<file path="config.mk">
export PLATFORM = sky130hd
export DESIGN_NAME = inner_fn_issuer
export DESIGN_NICKNAME = d
export VERILOG_FILES = /design/src/rtl/inner_fn_issuer.sv
export SDC_FILE = /design/constraint.sdc
export NUM_CORES = 1
export LEC_CHECK = 0
export CAP_MARGIN = 20
export CORE_ASPECT_RATIO = 1.1
export CORE_UTILIZATION = 55
export DETAILED_ROUTE_END_ITERATION = 10
export PLACE_DENSITY = 0.87
export SLEW_MARGIN = 20
export SYNTH_ARGS = -nofsm -noshare
export SYNTH_HDL_FRONTEND = slang
export SYNTH_SLANG_ARGS = --single-unit
</file>
<file path="constraint.sdc">
create_clock -name clock -period 5.4 [get_ports clock]
set_clock_uncertainty 0.15 [all_clocks]
set_input_delay 1.08 -clock clock [delete_from_list [all_inputs] [get_ports clock]]
set_output_delay 1.08 -clock clock [all_outputs]
set_load 0.005 [all_outputs]
</file>
<file path="src/rtl/inner_fn_issuer.sv">
// Credit-gated issuer for a fixed-latency inner-function pipeline; results return in order into a local FIFO.
// Issue is registered (1 cycle); the host stalls on in_ready when in-flight plus buffered results fill the FIFO.
module inner_fn_issuer #(
  parameter int FIFO_DEPTH   = 8,
  parameter int PIPE_LATENCY = 29
) (
  input  logic        clock,
  input  logic        aclr,
  input  logic        clk_en,
  input  logic        in_valid,
  output logic        in_ready,
  input  logic [31:0] in_data,
  output logic        pipe_start,
  output logic [31:0] pipe_dataa,
  input  logic        pipe_done,
  input  logic [31:0] pipe_result,
  output logic        out_valid,
  input  logic        out_ready,
  output logic [31:0] out_data,
  output logic [5:0]  inflight,
  output logic        busy,
  output logic        err
);

  localparam int AW = (FIFO_DEPTH > 1) ? $clog2(FIFO_DEPTH) : 1;
  localparam int CW = AW + 1;

  generate
    if (FIFO_DEPTH < 2 || FIFO_DEPTH > 32 || (FIFO_DEPTH & (FIFO_DEPTH - 1)) != 0 || PIPE_LATENCY < 1)
    begin : g_bad_param
      $fatal(1, "inner_fn_issuer: unsupported FIFO_DEPTH or PIPE_LATENCY");
    end
  endgenerate

  logic          pipe_start_q, pipe_start_d;
  logic [31:0]   pipe_dataa_q, pipe_dataa_d;
  logic [5:0]    inflight_q, inflight_d;
  logic [AW-1:0] wr_ptr_q, wr_ptr_d;
  logic [AW-1:0] rd_ptr_q, rd_ptr_d;
  logic [CW-1:0] count_q, count_d;
  logic          err_q, err_d;
  logic [31:0]   mem_q [FIFO_DEPTH];

  logic       issue;
  logic       push;
  logic       pop;
  logic       spurious;
  logic [6:0] credit_used;

  // Credit uses registered count only, so a pop frees its slot one cycle later.
  always_comb begin
    credit_used = {1'b0, inflight_q} + 7'(count_q);
    in_ready    = clk_en & ~err_q & (credit_used < 7'(FIFO_DEPTH));
    issue       = in_valid & in_ready;
    push        = clk_en & pipe_done & (inflight_q != '0);
    spurious    = clk_en & pipe_done & (inflight_q == '0);
    out_valid   = (count_q != '0);
    pop         = out_valid & out_ready & clk_en;
  end

  always_comb begin
    pipe_start_d = pipe_start_q;
    pipe_dataa_d = pipe_dataa_q;
    inflight_d   = inflight_q;
    wr_ptr_d     = wr_ptr_q;
    rd_ptr_d     = rd_ptr_q;
    count_d      = count_q;
    err_d        = err_q | spurious;

    if (clk_en) begin
      pipe_start_d = issue;
      if (issue) begin
        pipe_dataa_d = in_data;
      end
    end

    if (issue && !push) begin
      inflight_d = inflight_q + 6'd1;
    end else if (push && !issue) begin
      inflight_d = inflight_q - 6'd1;
    end

    if (push) begin
      wr_ptr_d = wr_ptr_q + AW'(1);
    end
    if (pop) begin
      rd_ptr_d = rd_ptr_q + AW'(1);
    end

    if (push && !pop) begin
      count_d = count_q + CW'(1);
    end else if (pop && !push) begin
      count_d = count_q - CW'(1);
    end
  end

  always_ff @(posedge clock or posedge aclr) begin
    if (aclr) begin
      pipe_start_q <= 1'b0;
      pipe_dataa_q <= '0;
      inflight_q   <= '0;
      wr_ptr_q     <= '0;
      rd_ptr_q     <= '0;
      count_q      <= '0;
      err_q        <= 1'b0;
    end else begin
      pipe_start_q <= pipe_start_d;
      pipe_dataa_q <= pipe_dataa_d;
      inflight_q   <= inflight_d;
      wr_ptr_q     <= wr_ptr_d;
      rd_ptr_q     <= rd_ptr_d;
      count_q      <= count_d;
      err_q        <= err_d;
    end
  end

  // Storage needs no reset: out_valid masks stale entries.
  always_ff @(posedge clock) begin
    if (push) begin
      mem_q[wr_ptr_q] <= pipe_result;
    end
  end

  // The held start is masked while frozen; the pipeline sees it once clk_en returns.
  assign pipe_start = pipe_start_q & clk_en;
  assign pipe_dataa = pipe_dataa_q;
  assign out_data   = mem_q[rd_ptr_q];
  assign inflight   = inflight_q;
  assign busy       = (inflight_q != '0) | out_valid;
  assign err        = err_q;

endmodule

</file>
==> metrics.yaml, run 1 <==
status:
  status: "finished, final reports clean"
route:
  viasPerCell: 5.78
  dr_wl_met2_um: 12000
  vias: 5991
  dr.pass1.iters: 4
  drt_iter0_drc: 367
  drt_wl_total_um: 23700
  ant_nets: 0
  met3_length_um: 1610
  drc_errors: 0
  wl_per_cell_um: 22.9
  wl_met1_um: 9690
  dr.max_layer_used: "met5"
min_path:
  min_path_type: "reg2reg"
  holdPathStages: 1
  hold_start: "pipe_dataa[27]"
  min_to: "pipe_dataa[27]"
floorplanning:
  start_util_pct: 56.5
  pin_count: 145
  die_area_um2: 22600
  dieHeight_um: 158
  core_area_um2: 21400
  die_w_um: 144
  rows: 56
critical_path:
  crit_chain: "buf_12 -> mux4_2 -> mux2_2 -> clkdlybuf4s50_1"
  slowest_delay_ns: 0.93
  r2r-start: "count_q[0]"
  crit_family: "flip-flops"
  required_ns: 4.17
  cp.arrival_ns: 3.17
  ff2ff_setup_slack_ns: 1.99
  r2r-end: "count_q[3]"
  critPathMaxFanout: 37
  end_kind: "output pin"
  start_kind: "flip-flop"
  crit_buf_inv: 2
  slowest_stage: "dfrtp_4"
  worstRegToRegCells: 10
  path_class: "reg2out"
grt:
  grt_usage_pct: 22.1
  antenna_found_initial: 1
  grt_pass1_wl_um: 36800
  first_global_vias: 6434
  grt_overflow: 0
  grt_max_degree: 51
yosys:
  synth_cell_types: 43
  synth-simple-area-share_pct: 1.79
  synth-compound-area-share_pct: 1.26
  synth_top_area_share_pct: 63.5
  post_synth.cell_area_avg_um2: 21.5
  synthAdderAreaFrac_pct: 1.67
  synth_top_family_by_area: "multiplexers"
  synth-main-ff-cell: "edfxtp_1"
  yosysWarnings: 0
  synth-edff-count: 256
  synthArstFlopShare_pct: 16.3
  synth_seq_cells: 306
  synth_xor_area_share_pct: 0.795
  synth_area_leaders: "edfxtp_1 (63%), mux4_2 (12%), dfrtp_1 (10%)"
  syn_nets: 649
  syn-instance-count: 564
  yosys.area.top_type: "edfxtp_1"
  syn_area_um2: 12100
  muxShareOfSynthArea_pct: 19.1
  ys_seq_area_share_pct: 73.8
placement:
  dpl.hpwl_um: 13600
  place.gp.congestion: 0.787
  portBuffers: 144
  place_area_um2: 13900
clock_tree:
  clk_latency_ns: 0.54
  clockBufferDepth: 3
  cts_resized: 0
  post_cts_buffers: 0
  cts_sinks: 306
  ctsHoldBuffers: 0
  clkTransAtPathRegs_ns: 0.06
  h-tree-depth: 1
  cts-root-buf: "clkbuf_16"
  cts_tree: "yes"
  cts_buffers: 28
power_and_ir_drop:
  p_leak_nw: 5.16
  pwr-share-comb_pct: 31.2
  power.total_mw: 7.77
  clkPwrFrac_pct: 26.2
  ir_drop_uv: 286
  switching_share_pct: 26.9
  power.density_nw_per_um2: 522
  switching_power_mw: 2.09
  p_seq_share_pct: 42.5
  intPower_mw: 5.68
finish:
  diodes: 0
  fin_nets: 809
  final_area_um2: 14900
  final_cell_mix: "edfxtp_1 (256), clkdlybuf4s50_1 (144), mux4_2 (64)"
  layout_commonest_cell: "edfxtp_1"
  syn_to_final_growth_pct: 22.9
  drive_gt1_share_pct: 27.5
sta:
  setup_violations: 0
  tns_ns: 0
  tightestPinTransition_ns: 1.10
  fin_crit_ns: 4.40
  fin_crit_sh_pct: 81.5
  fmax_mhz: 227
  slew_headroom_pct: 26.5
  final-max-slew-violation-count: 0
  hold_violations: 0
  rsz0062_at_grt: "false"
run:
  drv_cap: 0
==> worst max path at each step <==
| stage | start | to | cells past startpoint |
|---|---|---|---|
| after floorplan | pipe_done | mem_q[0][0] | 2 |
| after global placement | clk_en | count_q[3] | 10 |
| after detailed placement | clk_en | count_q[3] | 10 |
| after CTS | rd_ptr_q[0] | out_data[6] | 4 |
| after global routing | rd_ptr_q[0] | out_data[16] | 4 |
| final | rd_ptr_q[0] | out_data[16] | 4 |
==> cell usage after synthesis (all sizes together), types with 5 or more instances <==
library cell / count
mux4: 64
clkbuf: 8
xor2: 5
nor2: 8
mux2: 67
edfxtp: 256
xnor2: 6
ha: 13
dfrtp: 50
nand2: 11
inv: 9
o21ai: 9
buf: 17
==> power groups by stage <==
stage               registers [mW]  clock network [mW]  logic (mW)
floorplan                     3.11                   0        1.52
global placement              3.32                   0        2.36
detailed placement            3.34                   0        2.43
CTS                           3.31                2.07        2.46
global route                  3.36                2.17        2.62
finish                        3.31                2.04        2.43
==> layout make-up <==
| class | instances | area, µm² |
|---|---|---|
| sequential | 306 | 8940 |
| fill | 1324 | 6550 |
| multi-input combinational | 224 | 3040 |
| timing repair buffer | 155 | 1540 |
| clock buffer | 40 | 860 |
| tap | 290 | 363 |
| clock inverter | 12 | 121 |
| inverter | 9 | 35.0 |
==> kinds of logic after synthesis <==
group                    after synthesis
multiplexers                         132
buffers and inverters                 34
XOR/XNOR                              11
AO/OA/AOI/OAI                         24
adder cells (fa/ha/maj)               15
AND/OR/NAND/NOR                       42
flip-flops                           306
==> registers in the layout, indices dropped and copies added (netlist names) <==
register	flops
inflight	6
count_q	4
rd_ptr_q	3
pipe_start_q	1
err	1
pipe_dataa	32
wr_ptr_q	3
mem_q	256
==> routing by layer <==
metal / global-route usage (%) / vias to the layer above
li1: - / 2603
met1: 29.4 / 3117
met2: 37.4 / 229
met3: 4.54 / 40
met4: 5.57 / 2
met5: 0 / -
==> stage by stage <==
stage / hold WS [ns] / utilization, % / setup WS, ns / cells
global route: 0.380 / 69.5 / 0.806 / 1036
detailed placement: 0.343 / 64.9 / 1.10 / 984
finish: 0.363 / 69.5 / 1.00 / 1036
CTS: 0.366 / 69.5 / 0.929 / 1036
floorplan: 0.330 / - / 0.453 / 564
global placement: 0.339 / 64.9 / 1.26 / 984
Power figures use the tool's default switching activity.
==> run 2: changes to the inputs <==
- CORE_UTILIZATION: 55 -> 50
- PLACE_DENSITY: 0.87 -> 0.84
- clock period: 5.4 -> 4 ns (I/O delays scaled with it)
==> run 2 against run 1 <==
Critical path depth unchanged. Cell count increased by 2.4%. Clock power up 33%. Critical endpoint is now out_data[20]. Highest routed layer is now met4.
==> metrics.yaml, run 2 (same netlist as run 1, synthesis figures left out) <==
floorplanning:
  die_w_um: 150  # +4.8%
  pin_count: 145  # unchanged
  dieHeight_um: 165  # +4.8%
  start_util_pct: 51.1  # -5.4 points
  rows: 59  # +5.4%
  core_area_um2: 23700  # +11%
  die_area_um2: 24900  # +9.9%
route:
  dr.max_layer_used: "met4"
  viasPerCell: 5.60  # -3.2%
  met3_length_um: 1600  # -0.99%
  dr_wl_met2_um: 12200  # +1.9%
  vias: 5937  # -0.90%
  drt_iter0_drc: 405  # +10%
  dr.pass1.iters: 4  # unchanged
  wl_per_cell_um: 22.1  # -3.5%
  drt_wl_total_um: 23500  # -1.2%
  drc_errors: 0  # unchanged
  wl_met1_um: 9300  # -4.1%
  ant_nets: 0  # unchanged
placement:
  place_ws_ns: 0.135  # -0.967 ns
  portBuffers: 144  # unchanged
  dpl.hpwl_um: 13800  # +1.5%
  dp.cells: 1006  # +2.2%
  place.gp.congestion: 0.792  # +0.61%
grt:
  grt_usage_pct: 19.4  # -2.7 points
  grt_max_degree: 51  # unchanged
  antenna_found_initial: 1  # unchanged
  first_global_vias: 6425  # -0.14%
  grt_pass1_wl_um: 35800  # -2.8%
  grt_overflow: 0  # unchanged
critical_path:
  cp.arrival_ns: 2.81  # -0.36 ns
  critPathMaxFanout: 24  # -35%
  r2r-end: "count_q[3]"
  path_class: "reg2out"
  start_kind: "flip-flop"
  end_kind: "output pin"
  r2r-start: "count_q[0]"
  ff2ff_setup_slack_ns: 0.58  # -1.41 ns
  worstRegToRegCells: 10  # unchanged
  required_ns: 3.05  # -1.12 ns
  startpoint: "rd_ptr_q[1]"
min_path:
  min_to: "pipe_dataa[11]"
  holdPathStages: 1  # unchanged
  hold_start: "pipe_dataa[11]"
  min_path_type: "reg2reg"
finish:
  stdcell_count: 1061  # +2.4%
  final_cell_mix: "edfxtp_1 (256), clkdlybuf4s50_1 (144), mux4_2 (64)"
  drive_gt1_share_pct: 27.3  # -0.20 points
  fin_nets: 818  # +1.1%
  largest_reg_flops: 256  # unchanged
  layout_commonest_cell: "edfxtp_1"
  nFillCells: 1535  # +16%
  regMostFlops: "mem_q"
  fin_util_pct: 63.3  # -6.2 points
  syn_to_final_growth_pct: 23.8
sta:
  tightestPinTransition_ns: 1.10  # +0.000829 ns
  slew_headroom_pct: 26.5  # -0.055 points
  fmax_mhz: 266
  hold_violations: 0  # unchanged
  rsz0062_at_grt: "false"
  layout_setup_ws_ns: 0.237  # -0.763 ns
  fin_crit_ns: 3.76
  final-max-slew-violation-count: 0  # unchanged
  holdWs_ns: 0.351  # -0.0126 ns
  fin_crit_sh_pct: 94.1
  setup_violations: 0  # unchanged
clock_tree:
  clockBufferDepth: 3  # unchanged
  cts-root-buf: "clkbuf_16"
  cts_tree: "yes"
  cts_buffers: 29  # +3.6%
  clk_latency_ns: 0.53  # about the same
  h-tree-depth: 1  # unchanged
  cts_sinks: 306  # unchanged
  clkTransAtPathRegs_ns: 0.06  # about the same
power_and_ir_drop:
  power.density_nw_per_um2: 702  # +35%
  power.total_mw: 10.5  # +35%
  p_leak_nw: 5.20  # +0.71%
  ir_drop_uv: 356  # +24%
status:
  status: "finished, final reports clean"
run:
  drv_cap: 0  # unchanged
## run 2: changes by cell type in the layout (fill, tap and decap cells not counted)
| cell | previous run | this run |
|---|---|---|
| buf_12 | 1 | 5 |
| buf_4 | 10 | 14 |
| bufinv_16 | 2 | 4 |
| clkbuf_1 | 4 | 8 |
| clkbuf_16 | 31 | 29 |
| clkbuf_8 | 5 | 1 |
| clkinv_1 | 0 | 4 |
| clkinv_2 | 7 | 5 |
| clkinvlp_4 | 3 | 2 |
| diode_2 | 0 | 1 |
## run 2: critical path, cell delays in order, from the launching register on
cell,delay (ns)
dfrtp_2,0.77
buf_4,0.37
mux4_2,0.34
mux2_2,0.29
clkdlybuf4s50_1,0.49
## run 2: layout make-up
type                    count  area [µm²]  area share [%]
flip-flops and latches    306        8940            59.7
multi-input cells         224        3040            20.2
repair buffers            163        1650            11.0
clock buffers              38         769            5.13
well taps                 305         382            2.55
clock inverters            15         179            1.19
inverters                   9        35.0           0.234
diodes                      1        2.50          0.0167
## run 2: power breakdown
group          internal (mW)  switching (mW)
combinational           2.20            1.28
clock                   1.61            1.10
sequential              3.92           0.412
## run 2: worst max path at each step
| stage | to | cells after the start |
|---|---|---|
| floorplan | mem_q[0][0] | 2 |
| global placement | count_q[3] | 10 |
| CTS | out_data[5] | 4 |
| detailed placement | count_q[3] | 10 |
| finish | out_data[20] | 4 |
| global route | out_data[20] | 4 |
## run 2: metrics by stage
stage	cell area, µm²	setup TNS [ns]
floorplan	12100	-42.72
global placement	14000	0
detailed placement	14000	0
CTS	15000	0
global route	15000	0
finish	15000	0
## run 2: what timing repair did
item	in CTS	in global routing
setup endpoints to repair	0	7
setup buffers	0	1
hold buffers	0	0
resized for setup	0	0
endpoints found under the hold margin	0	0
## run 2: metal layers
metal,vias up,GRT usage [%]
met3,32,3.93
met4,0,4.50
li1,2620,-
met5,-,0
met2,238,35.1
met1,3047,23.9
==> patch 1 (settings of run 2) <==
Set the parameter `FIFO_DEPTH` to 32 (it was 8).
--- a/src/rtl/inner_fn_issuer.sv
+++ b/src/rtl/inner_fn_issuer.sv
@@ -2,5 +2,5 @@
 // Issue is registered (1 cycle); the host stalls on in_ready when in-flight plus buffered results fill the FIFO.
 module inner_fn_issuer #(
-  parameter int FIFO_DEPTH   = 8,
+  parameter int FIFO_DEPTH   = 32,
   parameter int PIPE_LATENCY = 29
 ) (
Function: no difference found for any inputs over 4 cycles, from zero or initial values; that may be too few to reach the edited logic, so the function may still have changed.
==> patch 1 against run 2 <==
- the run now ends with setup timing left
- wire length increased to 5.4 times the old value
- worst setup slack got worse by 0.34 ns
- sequential cell count increased by 774
- power increased to 3.5 times the old value
- combinational power increased to 3.8 times the old value
- first-iteration DRC count increased to 10 times the old value
- area after synthesis increased to 3.4 times the old value
- synthesized cell count increased to 3.4 times the old value
- maximum frequency decreased by 8.2%
- cell area increased to 3.4 times the old value
- sequential power increased to 3.1 times the old value
- critical endpoint is now out_data[21]
- largest cell class unchanged
- largest power group unchanged
==> patch 1: results (changes against run 2) <==
Outcome
  • Status: finished, violations left
  • Violated checks: setup timing

GRT
  • Routing usage on met2: 48.0% (+13 points)
  • Initial antenna violation count: 5 (+4)
  • Global Route met3 Usage: 7.39% (+3.5 points)
  • Vias in the first global route: 24808 (+290%)
  • GRT Total Usage: 29.3% (+9.9 points)

Placed design
  • DP Wirelength: 57300 µm (+310%)
  • Pre-CTS WS: 0.0582 ns (-0.0770 ns)

Timing
  • Final setup violation count: 13 (+13)
  • Final setup margin: -0.0992 ns (-0.337 ns)
  • Hold Slack: 0.353 ns (+0.00217 ns)

Hold path
  • Hold Path End: err

Synthesis
  • Area contributors post-synth: edfxtp_1 74%, mux4_2 10%, dfrtp_1 3.4%
  • Post-synth top cells: 1024 x edfxtp_1, 192 x mux4_2, 129 x mux2i_1
  • Number of enable flip-flop cells after synthesis: 1024 (+300%)

Drt
  • Met1 WL: 37900 µm (+310%)
  • Final wirelength: 126000 µm (+440%)
  • 1st-pass router iterations: 6 (+2)

Final layout
  • Finished Layout Cells: 3436 (+220%)

Worst setup path
  • Setup crit start: rd_ptr_q[0]
  • Critical Path End: out_data[21]
  • FF-to-FF setup slack: 0.35 ns (-0.23 ns)
  • Worst reg-to-reg path cell count: 9 (-1)

Clocking
  • Num CTS Buffers: 103 (+260%)
[patch 1: cells by family (layout without fill, tap and decap cells)]
kind of cell / count (synthesis) / count (layout) / synth area share [%]
multiplexers: 356 / 356 / 14.5
flip-flops: 1080 / 1080 / 77.3
other: 0 / 1 / 0
AO/OA/AOI/OAI: 253 / 253 / 4.38
AND/OR/NAND/NOR: 94 / 94 / 1.14
buffers and inverters: 117 / 548 / 1.52
XOR/XNOR: 18 / 18 / 0.379
adder cells (fa/ha/maj): 22 / 22 / 0.698
[patch 1: worst max-delay path: cells and delay by family, from the launching register on]
kind            cells  cell delay [ns]
compound gates      3             0.76
buf+inv             5             0.71
mux                 1             0.46
flops               1             0.53
[patch 1: cell type report]
type / instances / area, µm² / share of cell area (%)
clock buffer: 127 / 2690 / 5.31
tap: 1064 / 1330 / 2.63
clock inverter: 65 / 656 / 1.30
antenna: 1 / 2.50 / 0.00495
multi-input combinational: 743 / 9900 / 19.6
inverter: 9 / 33.8 / 0.0668
sequential: 1080 / 32200 / 63.6
timing repair buffer: 347 / 3810 / 7.54
[patch 1: power by group through the flow]
| stage | logic [mW] | clock network [mW] | registers, mW |
|---|---|---|---|
| 3_3_place_gp | 9.83 | 0 | 13.7 |
| 3_5_place_dp | 10.2 | 0 | 13.7 |
| 6_report | 13.2 | 9.93 | 13.5 |
| 4_1_cts | 12.1 | 9.77 | 13.5 |
| 2_1_floorplan | 6.07 | 0 | 13.4 |
| 5_1_grt | 13.5 | 10.3 | 13.5 |
[patch 1: timing repair]
item	4_1_cts	5_1_grt
hold buffers	0	0
buffers inserted	48	14
hold endpoints to repair	0	0
pin swaps	29	43
gates resized for setup	185	100
cloned	8	1
endpoints found under the setup margin	32	30
==> patch 2 (flow settings as in run 2) <==
Made on the original files. Register the output `err` once more, cleared by the reset; this adds one clock of latency there. The other outputs are not delayed to match.
--- a/src/rtl/inner_fn_issuer.sv
+++ b/src/rtl/inner_fn_issuer.sv
@@ -128,5 +128,11 @@
   assign inflight   = inflight_q;
   assign busy       = (inflight_q != '0) | out_valid;
-  assign err        = err_q;
+  always_ff @(posedge clock or posedge aclr) begin
+    if (aclr) begin
+      err <= '0;
+    end else begin
+      err <= err_q;
+    end
+  end
 
 endmodule
Function: changed (Yosys sat finds a counterexample within 4 cycles, from zero or initial values).
==> patch 2 against run 2 <==
- wire length fell by 1.1%
- final cell count rose by 0.28%
- area after synthesis rose by 0.21%
- cell area barely moved
- sequential cell count rose by 1
- worst setup slack improved by 0.0071 ns
- power fell by 0.57%
- largest power group unchanged
==> patch 2: results (changes against run 2) <==
Outcome
  • Status: finished, final reports clean

GRT
  • Global-route wire length before repair: 35800 µm (+0.11%)
  • GRT Total Usage: 19.4% (-0.021 points)
  • Remaining Overflow, GRT: 0 (unchanged)
  • Largest net degree at the start of global routing: 52 (+2.0%)
  • Vias in the first global route: 6534 (+1.7%)
  • Initial antenna violation count: 0 (-1)

Final layout
  • # nets final: 820 (+0.24%)
  • Share of cells above drive strength 1: 27.4% (+0.12 points)
  • Most flops, register: mem_q
  • ANT cells: 0 (-1)
  • Final-layout fill cell count: 1581 (+3.0%)

Synthesis
  • Post-synth top cells: 256 x edfxtp_1, 64 x mux4_2, 51 x dfrtp_1
  • Seq/Total Area, Yosys: 73.8% (about the same)
  • Asr flop ratio synth: 16.6% (+0.27 points)
  • Number of enable flip-flop cells after synthesis: 256 (unchanged)
  • Area contributors post-synth: edfxtp_1 63%, mux4_2 12%, dfrtp_1 11%
  • Mapped Nets: 650 (+0.15%)

Power and ir drop
  • Leak: 5.21 nW (+0.23%)
  • PwrDens: 699 nW/µm² (-0.51%)
  • Net Switching: 2.78 mW (-0.59%)
  • Max VDD drop: 0.422 mV (+19%)

Hold path
  • Worst Hold Class: reg2reg
  • Hold Crit Start: err_q

Clocking
  • CTS max path bufs: 3 (unchanged)
  • Post-CTS sizing: 0 (unchanged)
  • Worst-path clk slew: 0.06 ns (about the same)
  • Num CTS Buffers: 30 (+3.4%)
  • Clock Latency Late Sink: 0.53 ns (about the same)

Drt
  • Final wirelength: 23200 µm (-1.1%)
  • 1st-pass router iterations: 5 (+1)
  • DRT iter0 DRCs: 387 (-4.4%)
  • Avg Vias per Cell: 5.61 (+0.31%)

Placed design
  • IO buf count: 144 (unchanged)
  • DP Wirelength: 13800 µm (about the same)
  • GP Congestion: 0.809 (+2.1%)

Worst setup path
  • Crit path max-delay family: multiplexers
  • Setup crit start: rd_ptr_q[0]
  • CP max-delay cell: dfrtp_4
  • WP data arrival: 2.81 ns (about the same)
  • Max incr delay on CP: 0.65 ns (-0.12 ns)
  • RR Startpoint: count_q[0]
  • Crit path max fanout: 17 (-29%)

Timing
  • Max_slew headroom: 42.5% (+16 points)
==> patch 2: cell types whose count changed after synthesis <==
cell     delta
dfrtp_1     +1
==> patch 2: path summary, 6_finish.rpt <==
check | endpoint | slack (ns) | cells past startpoint
hold reg to reg | err | 0.26 | 0
hold / removal | err | 0.26 | 0
max in group asynchronous | rd_ptr_q[0] | 2.51 | 2
setup / recovery | out_data[30] | 0.24 | 4
setup reg to reg | count_q[3] | 0.63 | 10
min in group asynchronous | pipe_dataa[3] | 0.59 | 2
==> patch 2: stage by stage <==
stage,hold WS (ns),std cells,power (mW),worst slack (ns),cell area [µm²]
after global placement,0.264,1007,7.72,0.367,14000
after global routing,0.279,1064,11.0,0.107,15000
after CTS,0.258,1064,10.6,0.182,15000
after detailed placement,0.245,1007,7.86,0.214,14000
after floorplan,0.220,565,6.26,-0.667,12100
final,0.258,1064,10.5,0.245,15000
==> patch 2: area by class of cell <==
class	count	area [µm²]	share of cell area (%)
inverter	9	35.0	0.234
tap	305	382	2.55
clock buffer	47	885	5.90
multi-input combinational	224	3040	20.3
timing repair buffer	163	1610	10.7
sequential	307	8970	59.9
clock inverter	9	67.6	0.451
==> patch 2: routing by layer <==
| layer | track usage (%) | wire, µm | vias to the layer above |
|---|---|---|---|
| li1 | - | - | 2628 |
| met3 | 4.23 | 1760 | 33 |
| met4 | 5.00 | 439 | 0 |
| met2 | 33.9 | 11900 | 239 |
| met5 | 0 | 0 | - |
| met1 | 24.5 | 9100 | 3072 |
==> patch 2: what timing repair did <==
| item | in CTS | in global routing |
|---|---|---|
| buffers inserted | 1 | 0 |
| setup endpoints to repair | 10 | 0 |
| hold buffers | 0 | 0 |
==> patch 2: cells by family (layout without fill, tap and decap cells) <==
family          count (synthesis)  after routing  share of synthesized area [%]
flops                         307            307                           73.8
mux                           132            132                           19.1
fa+ha+maj                      15             15                           1.67
compound gates                 24             24                           1.26
simple gates                   42             42                           1.78
buf+inv                        34            228                           1.60
xor+xnor                       11             11                          0.794
==> patch 2: worst register-to-register path, cell delays in order, from the launching register on <==
cell	delay (ns)
dfrtp_1	0.46
or4_1	0.59
and3_1	0.28
inv_1	0.08
ha_1	0.19
inv_1	0.13
ha_1	0.30
a21o_1	0.22
a2111oi_0	0.42
a31oi_1	0.10
a221o_1	0.34
==> patch 2: power groups by stage <==
stage                     logic [mW]  registers (mW)  clock network (mW)
after floorplan                 2.05            4.21                   0
after global placement          3.30            4.42                   0
after detailed placement        3.42            4.44                   0
after CTS                       3.51            4.36                2.72
after global routing            3.75            4.41                2.84
final                           3.46            4.35                2.66
